<file path="src/rtl/fetch_unit.sv">
// Instruction fetch stage: PC, memory address, prefetch FIFO.
// Hands fetched words (or a fault marker) to decode via valid/ready.
module fetch_unit #(
  parameter logic [31:0] RESET_PC  = 32'h0000_0000,
  parameter int unsigned MEM_BYTES = 800,
  parameter int unsigned DEPTH     = 2
) (
  input  logic        clk,
  input  logic        reset,
  output logic [31:0] mem_address,
  input  logic [31:0] mem_read_data,
  input  logic        mem_busy,
  input  logic        redirect_valid,
  input  logic [31:0] redirect_pc,
  output logic        inst_valid,
  input  logic        inst_ready,
  output logic [31:0] inst_data,
  output logic [31:0] inst_pc,
  output logic        inst_fault
);

  localparam int unsigned AW = $clog2(DEPTH);
  localparam int unsigned CW = AW + 1;
  localparam logic [31:0] LAST_PC = 32'(MEM_BYTES - 4);
  localparam logic [CW-1:0] FULL = CW'(DEPTH);

  if (DEPTH < 2 || (DEPTH & (DEPTH - 1)) != 0) begin : g_depth_chk
    $error("fetch_unit: DEPTH must be a power of two >= 2");
  end

  typedef enum logic {
    RUN  = 1'b0,
    HALT = 1'b1
  } state_e;

  typedef struct packed {
    logic [31:0] pc;
    logic [31:0] word;
    logic        fault;
  } entry_t;

  state_e        state_q, state_d;
  logic [31:0]   pc_q, pc_d;
  logic [CW-1:0] count_q, count_d;
  logic [AW-1:0] rd_ptr_q, rd_ptr_d;
  logic [AW-1:0] wr_ptr_q, wr_ptr_d;
  entry_t        fifo_q [DEPTH];
  entry_t        fifo_d [DEPTH];

  logic   pop;
  logic   fetch_en;
  logic   fault;
  entry_t head;
  entry_t new_entry;

  assign mem_address = pc_q;
  assign head        = fifo_q[rd_ptr_q];
  assign inst_valid  = (count_q != '0);
  assign inst_data   = inst_valid ? head.word  : 32'h0;
  assign inst_pc     = inst_valid ? head.pc    : 32'h0;
  assign inst_fault  = inst_valid ? head.fault : 1'b0;

  // Handshake, fault detection and fetch enable for this cycle.
  always_comb begin
    pop   = inst_valid & inst_ready;
    fault = (pc_q > LAST_PC) | (pc_q[1:0] != 2'b00);
    fetch_en = (state_q == RUN) & ~mem_busy & ~redirect_valid &
               ((count_q < FULL) | pop);
    new_entry.pc    = pc_q;
    new_entry.word  = fault ? 32'h0 : mem_read_data;
    new_entry.fault = fault;
  end

  // Next-state: redirect flushes everything, else pop/push the FIFO.
  always_comb begin
    state_d  = state_q;
    pc_d     = pc_q;
    count_d  = count_q;
    rd_ptr_d = rd_ptr_q;
    wr_ptr_d = wr_ptr_q;
    fifo_d   = fifo_q;
    if (redirect_valid) begin
      count_d  = '0;
      rd_ptr_d = '0;
      wr_ptr_d = '0;
      pc_d     = redirect_pc;
      state_d  = RUN;
    end else begin
      if (pop) begin
        rd_ptr_d = rd_ptr_q + AW'(1);
      end
      if (fetch_en) begin
        fifo_d[wr_ptr_q] = new_entry;
        wr_ptr_d = wr_ptr_q + AW'(1);
        if (fault) begin
          state_d = HALT;
        end else begin
          pc_d = pc_q + 32'd4;
        end
      end
      unique case ({fetch_en, pop})
        2'b10:   count_d = count_q + CW'(1);
        2'b01:   count_d = count_q - CW'(1);
        default: count_d = count_q;
      endcase
    end
  end

  // State registers; reset empties the FIFO and reloads the PC.
  always_ff @(posedge clk or negedge reset) begin
    if (!reset) begin
      state_q  <= RUN;
      pc_q     <= RESET_PC;
      count_q  <= '0;
      rd_ptr_q <= '0;
      wr_ptr_q <= '0;
      fifo_q   <= '{default: '0};
    end else begin
      state_q  <= state_d;
      pc_q     <= pc_d;
      count_q  <= count_d;
      rd_ptr_q <= rd_ptr_d;
      wr_ptr_q <= wr_ptr_d;
      fifo_q   <= fifo_d;
    end
  end

endmodule

</file>
<file path="config.mk">
export PLATFORM = sky130hd
export DESIGN_NAME = fetch_unit
export DESIGN_NICKNAME = d
export VERILOG_FILES = /design/src/rtl/fetch_unit.sv
export SDC_FILE = /design/constraint.sdc
export NUM_CORES = 1
export LEC_CHECK = 0
export BUFFER_PORTS_ARGS = -buffer_cell sky130_fd_sc_hd__buf_2
export CAP_MARGIN = 5
export CORE_MARGIN = 5
export CORE_UTILIZATION = 30
export CTS_CLUSTER_DIAMETER = 150
export DETAILED_ROUTE_END_ITERATION = 12
export GPL_TIMING_DRIVEN = 0
export PLACE_DENSITY_LB_ADDON = 0.12
export SYNTH_ARGS = -nofsm -noshare
export SYNTH_HDL_FRONTEND = slang
export SYNTH_SLANG_ARGS = --single-unit
</file>
<file path="constraint.sdc">
create_clock -name clk -period 2.6 [get_ports clk]
set_input_delay 0.65 -clock clk [delete_from_list [all_inputs] [get_ports clk]]
set_output_delay 0.65 -clock clk [all_outputs]
set_load 0.02 [all_outputs]
</file>
# --- Word-level counts from Yosys, hierarchy flattened ---
# Index checks and enable logic that the tools add are counted.
word_totals:
  regBits: 167
  in_bits: 69
  out_inout_bits: 98
classes:
  add_sub_neg: 5
  order_cmp: 5
  eq_ne: 3
  n_mux: 22
  bitwise_logic: 11
  n_reduce_logical: 10
op_table:
  columns: ["operator", "count"]
  rows:
  - ["2-to-1 mux 65 bit", 4]
  - ["2-to-1 mux 32 bit", 6]
  - ["bitwise mux 130 bit", 1]
  - ["demux 65 bit (select 1 bit)", 1]
  - ["adder 32 x 3 -> 32 bit, second input constant", 1]
  - ["greater-than comparator 32 x 10 -> 1 bit, second input constant", 1]
  - ["nonzero test 2 bit", 5]
  - ["2-to-1 mux 1 bit", 8]
  - ["AND reduction 2 bit", 3]
  - ["AND 1 bit", 4]
  - [">= comparator 2 bit, second input constant", 2]
  - ["NOT 1 -> 2 bit", 2]
  - ["one-hot mux 2 bit (2 select lines)", 1]
  - ["NOT 1 bit", 3]
  - ["nonzero test 3 bit", 1]
  - ["adder 1 bit, second input constant", 2]
  - ["adder 2 x 1 -> 2 bit, second input constant", 1]
  - ["== test 2 x 1 -> 1 bit, second input constant", 1]
  - ["== test 2 bit, second input constant", 1]
  - ["< comparator 2 x 1 -> 1 bit, second input constant", 1]
  - ["< comparator 2 bit, second input constant", 1]
  - ["2-to-1 mux 2 bit", 1]
  - ["inequality test 2 bit, second input constant", 1]
  - ["bitwise OR 1 bit", 2]
  - ["2 further kinds", 2]

# --- Depth between registers and ports, before layout ---
depth:
  word_depth: 7
  mapped_depth: 7

# --- Worst setup path before layout ---
# Ideal clock, no wire load.
synth_timing:
  kind: "flip-flop to output port"
  start: "register rd_ptr_q"
  end: "output inst_data[22]"
  arrival_ps: 1309
  required_time_ps: 1950
  path_slack_ps: 641
  path_stages_with_launch: 6
  path_cell_list: "dfrtp_1 > clkbuf_1 > buf_2 > buf_2 > mux2i_1 > nor2_1"
synth_between:
  elab_chain_len: 5
synth_rtl:
  columns: ["element", "line_no", "text"]
  rows:
  - ["start: declaration", "45", "logic [AW-1:0] rd_ptr_q, rd_ptr_d;"]
  - ["start signal: assignment", "122", "rd_ptr_q <= rd_ptr_d;"]
  - ["NOT 1 -> 2 bit (not written as such)", "57", "assign head = fifo_q[rd_ptr_q];"]
  - ["2-to-1 mux 65 bit (not written as such) (3 in series)", "57", null]
  - ["2-to-1 mux 32 bit", "59", "assign inst_data = inst_valid ? head.word : 32'h0;"]
  - ["end: declaration", "17", "output logic [31:0] inst_data,"]
# No other way between the ends. The select of a mux whose other input is x is not followed.

# --- Worst setup path in the final report ---
layout_timing:
  start: "register rd_ptr_q"
  end: "output inst_data[24]"
# Same word-level chain as after synthesis.

==> flow_summary.yaml <==
clocking:
  cts_max_level: 4
  numCtsBuffers: 17
  cts_tree: "built"
  cts.sinks: 167
  postCtsHoldBufs: 0
  clk_pin_slew_ns: 0.07
  root_buffer: "clkbuf_16"
  clock_latency_ns: 0.43
  cts_buffer_depth: 2
sta:
  worst_slew_pin_slew_ns: 0.759
  min_period_over_period_pct: 94.4
  fmax_mhz: 407
  min_period_ns: 2.45
  finClkSkew_ns: 0.0145
  finalSetupViolations: 0
  finalMaxSlewViolations: 0
  relSlewSlack_pct: 49.4
  finalHoldViolCount: 0
worst_setup_path:
  crit_required_ns: 1.95
  path_buf_inv: 4
  cpLargestDelayFamily: "buffers and inverters"
  critPathKind: "reg2out"
  cp-start-kind: "flop"
  crit_chain: "clkbuf_1, buf_6, buf_6, mux2i_1, nor2_1, buf_2"
  critical_path.max_fanout: 10
  arrival_ns: 1.80
  max_stage_delay_ns: 0.33
  endpoint_kind: "output port"
  crit_top_cell: "buf_6"
  crit_slowest_cell: "dfrtp_1"
die:
  io_pins: 167
  die_h_um: 173
  die-area_sq_um: 29900
  num_rows: 59
  die_w_um: 173
  core_sq_um: 26100
  start_util_pct: 30.5
final_layout:
  drive_gt1_share_pct: 39.7
  layout.nets: 974
  n_antenna_cell: 0
  syn_to_final_growth_pct: 24.6
  fin_util_pct: 38.0
  stdcell_count: 1252
run_status:
  status: "complete, no violations"
power:
  finalPower_w: 0.00711
  swShare_pct: 29.9
  power_switching_w: 0.00213
  ir_worst_vdd_mv: 0.313
  powerDensity_nw_per_um2: 716
  clkPwrFrac_pct: 34.3
  seq_power_share_pct: 46.5
  power_frac_comb_pct: 19.2
  p_int_w: 0.00498
  leakagePower_nw: 4.58
global_routing:
  grt_max_degree: 97
  grt-busiest-layer: "met2"
  grt_first_pass_wirelength_um: 36800
  grt_pass1_vias: 6316
  antenna_found_initial: 4
  grtUsageTotal_pct: 15.4
  grt-ovfl-total: 0
  grtUsageMet1_pct: 20.6
  use_met2_pct: 24.9
  met3_usage_pct: 4.32
logic_synthesis:
  async_reset_ff_share_pct: 100
  synth.avg_cell_area_sq_um: 11.2
  synthCells: 712
  synth_edf_count: 0
  seq_area_frac_synth_pct: 52.5
  synth_cell_types: 41
  yosys_warnings: 0
  ys_ff_latch: 167
  synthesis.nets: 782
  synth_area_sq_um: 7960
  synth_ff_type: "dfrtp_1"
routing:
  drt_iter0_markers: 245
  vias: 5815
  drc: 0
  first_pass_iters: 4
  antenna_left: 0
  wire_per_inst_um: 18.1
  drt-total-wl_um: 22700
  vias_per_cell: 4.64
hold_path:
  hp-class: "in2async"
place:
  placed_cells: 1214
  place_hpwl_um: 16000
  gp_congestion: 0.727
  port_buffers: 166
run:
  drv_cap: 0
## layer usage
metal	part of all wire, %	vias up
met5	0.20	-
met4	1.1	8
met3	5.3	25
met2	46	129
met1	47	2824
li1	-	2829
## cells in the mapped netlist (all sizes together), types with 4 or more instances
master / n / area (sq um)
mux2i: 68 / 681
inv: 36 / 135
nor4: 7 / 50.1
nand3: 8 / 40.0
o31ai: 65 / 488
nor2: 72 / 270
mux2: 89 / 1000
o21ai: 4 / 20.0
nand2: 72 / 270
clkbuf: 21 / 78.8
o311ai: 4 / 35.0
o211ai: 4 / 30.0
buf: 62 / 439
dfrtp: 167 / 4180
## through the flow
step	setup slack [ns]	hold WS, ns	setup TNS [ns]	area, sq um
6_report	0.146	0.261	0	9920
5_1_grt	-0.00358	0.319	-0.00358	9920
4_1_cts	0.00494	0.279	0	9860
3_5_place_dp	-0.105	0.465	-4.67	9250
3_3_place_gp	-2.08	0.458	-350.17	9210
2_1_floorplan	0.641	0.354	0	7960
## layout make-up
type                    count  area, sq um
flip-flops and latches    167         4180
clock buffers              17          425
inverters                  36          135
clock inverters            15          139
fillers                  2722        16200
multi-input cells         426         3130
plain buffers              83          579
well taps                 335          419
repair buffers            173          913
## cells by family after synthesis
group / count (synthesis) / synth area share (%)
AOI/OAI and AO/OA: 87 / 8.14
muxes: 157 / 21.1
adders and majority gates: 1 / 0.157
buffers and inverters: 119 / 8.20
xor gates and xnor gates: 2 / 0.220
DFF: 167 / 52.5
and+or+nand+nor: 179 / 9.68
## sequential cells by signal (all words and copies together) (netlist names)
name         flops
wr_ptr_q         1
fifo_q         130
count_q          2
mem_address     32
state_q          1
rd_ptr_q         1
## power by group through the flow
stage / clock, W / combinational (W) / sequential [W]
floorplan: 0 / 0.000966 / 0.00326
global placement: 0 / 0.00134 / 0.00335
detailed placement: 0 / 0.00137 / 0.00336
CTS: 0.00253 / 0.00138 / 0.00331
global route: 0.00261 / 0.00151 / 0.00337
finish: 0.00244 / 0.00136 / 0.00330
## worst paths after layout
| check | to | depth (start not counted) | from | slack (ns) |
|---|---|---|---|---|
| worst max-delay path | inst_data[24] | 6 | rd_ptr_q$_DFFE_PN0P_ | 0.15 |
| worst min register to register | fifo_q[66]$_DFFE_PN0P_ | 2 | fifo_q[66]$_DFFE_PN0P_ | 0.47 |
| max in group asynchronous | fifo_q[62]$_DFFE_PN0P_ | 2 | reset | 1.48 |
| min in group clk | mem_address[19]$_DFFE_PN0P_ | 2 | redirect_pc[19] | 0.44 |
| worst min-delay path | fifo_q[28]$_DFFE_PN0P_ | 1 | reset | 0.26 |
| worst max register to register | fifo_q[0]$_DFFE_PN0P_ | 6 | mem_address[25]$_DFFE_PN0P_ | 0.36 |
## timing repair
action                                 in CTS  in global routing
resized for setup                          24                  5
setup endpoints to repair                  65                 53
endpoints found under the hold margin       0                  0
setup buffers                               0                  6
## cells in the final DEF, fill, tap and decap left out, drive strengths merged, types with 2 or more instances in the layout
| master | instances |
|---|---|
| clkinvlp | 5 |
| o311ai | 4 |
| nor2b | 2 |
| a31oi | 2 |
| and2 | 2 |
| o31ai | 65 |
| nand3 | 8 |
| o211ai | 4 |
| or3 | 3 |
| or4 | 2 |
| mux2i | 68 |
| nand2 | 72 |
| a21oi | 3 |
| clkinv | 4 |
| mux2 | 89 |
| nand4 | 2 |
| nor4 | 7 |
| dfrtp | 167 |
| nor2 | 72 |
| o41ai | 2 |
| and3 | 2 |
| nand2b | 2 |
| clkbuf | 39 |
| o21ai | 4 |
| inv | 42 |
| buf | 234 |
Note: power is estimated with default switching activity, not from simulation.
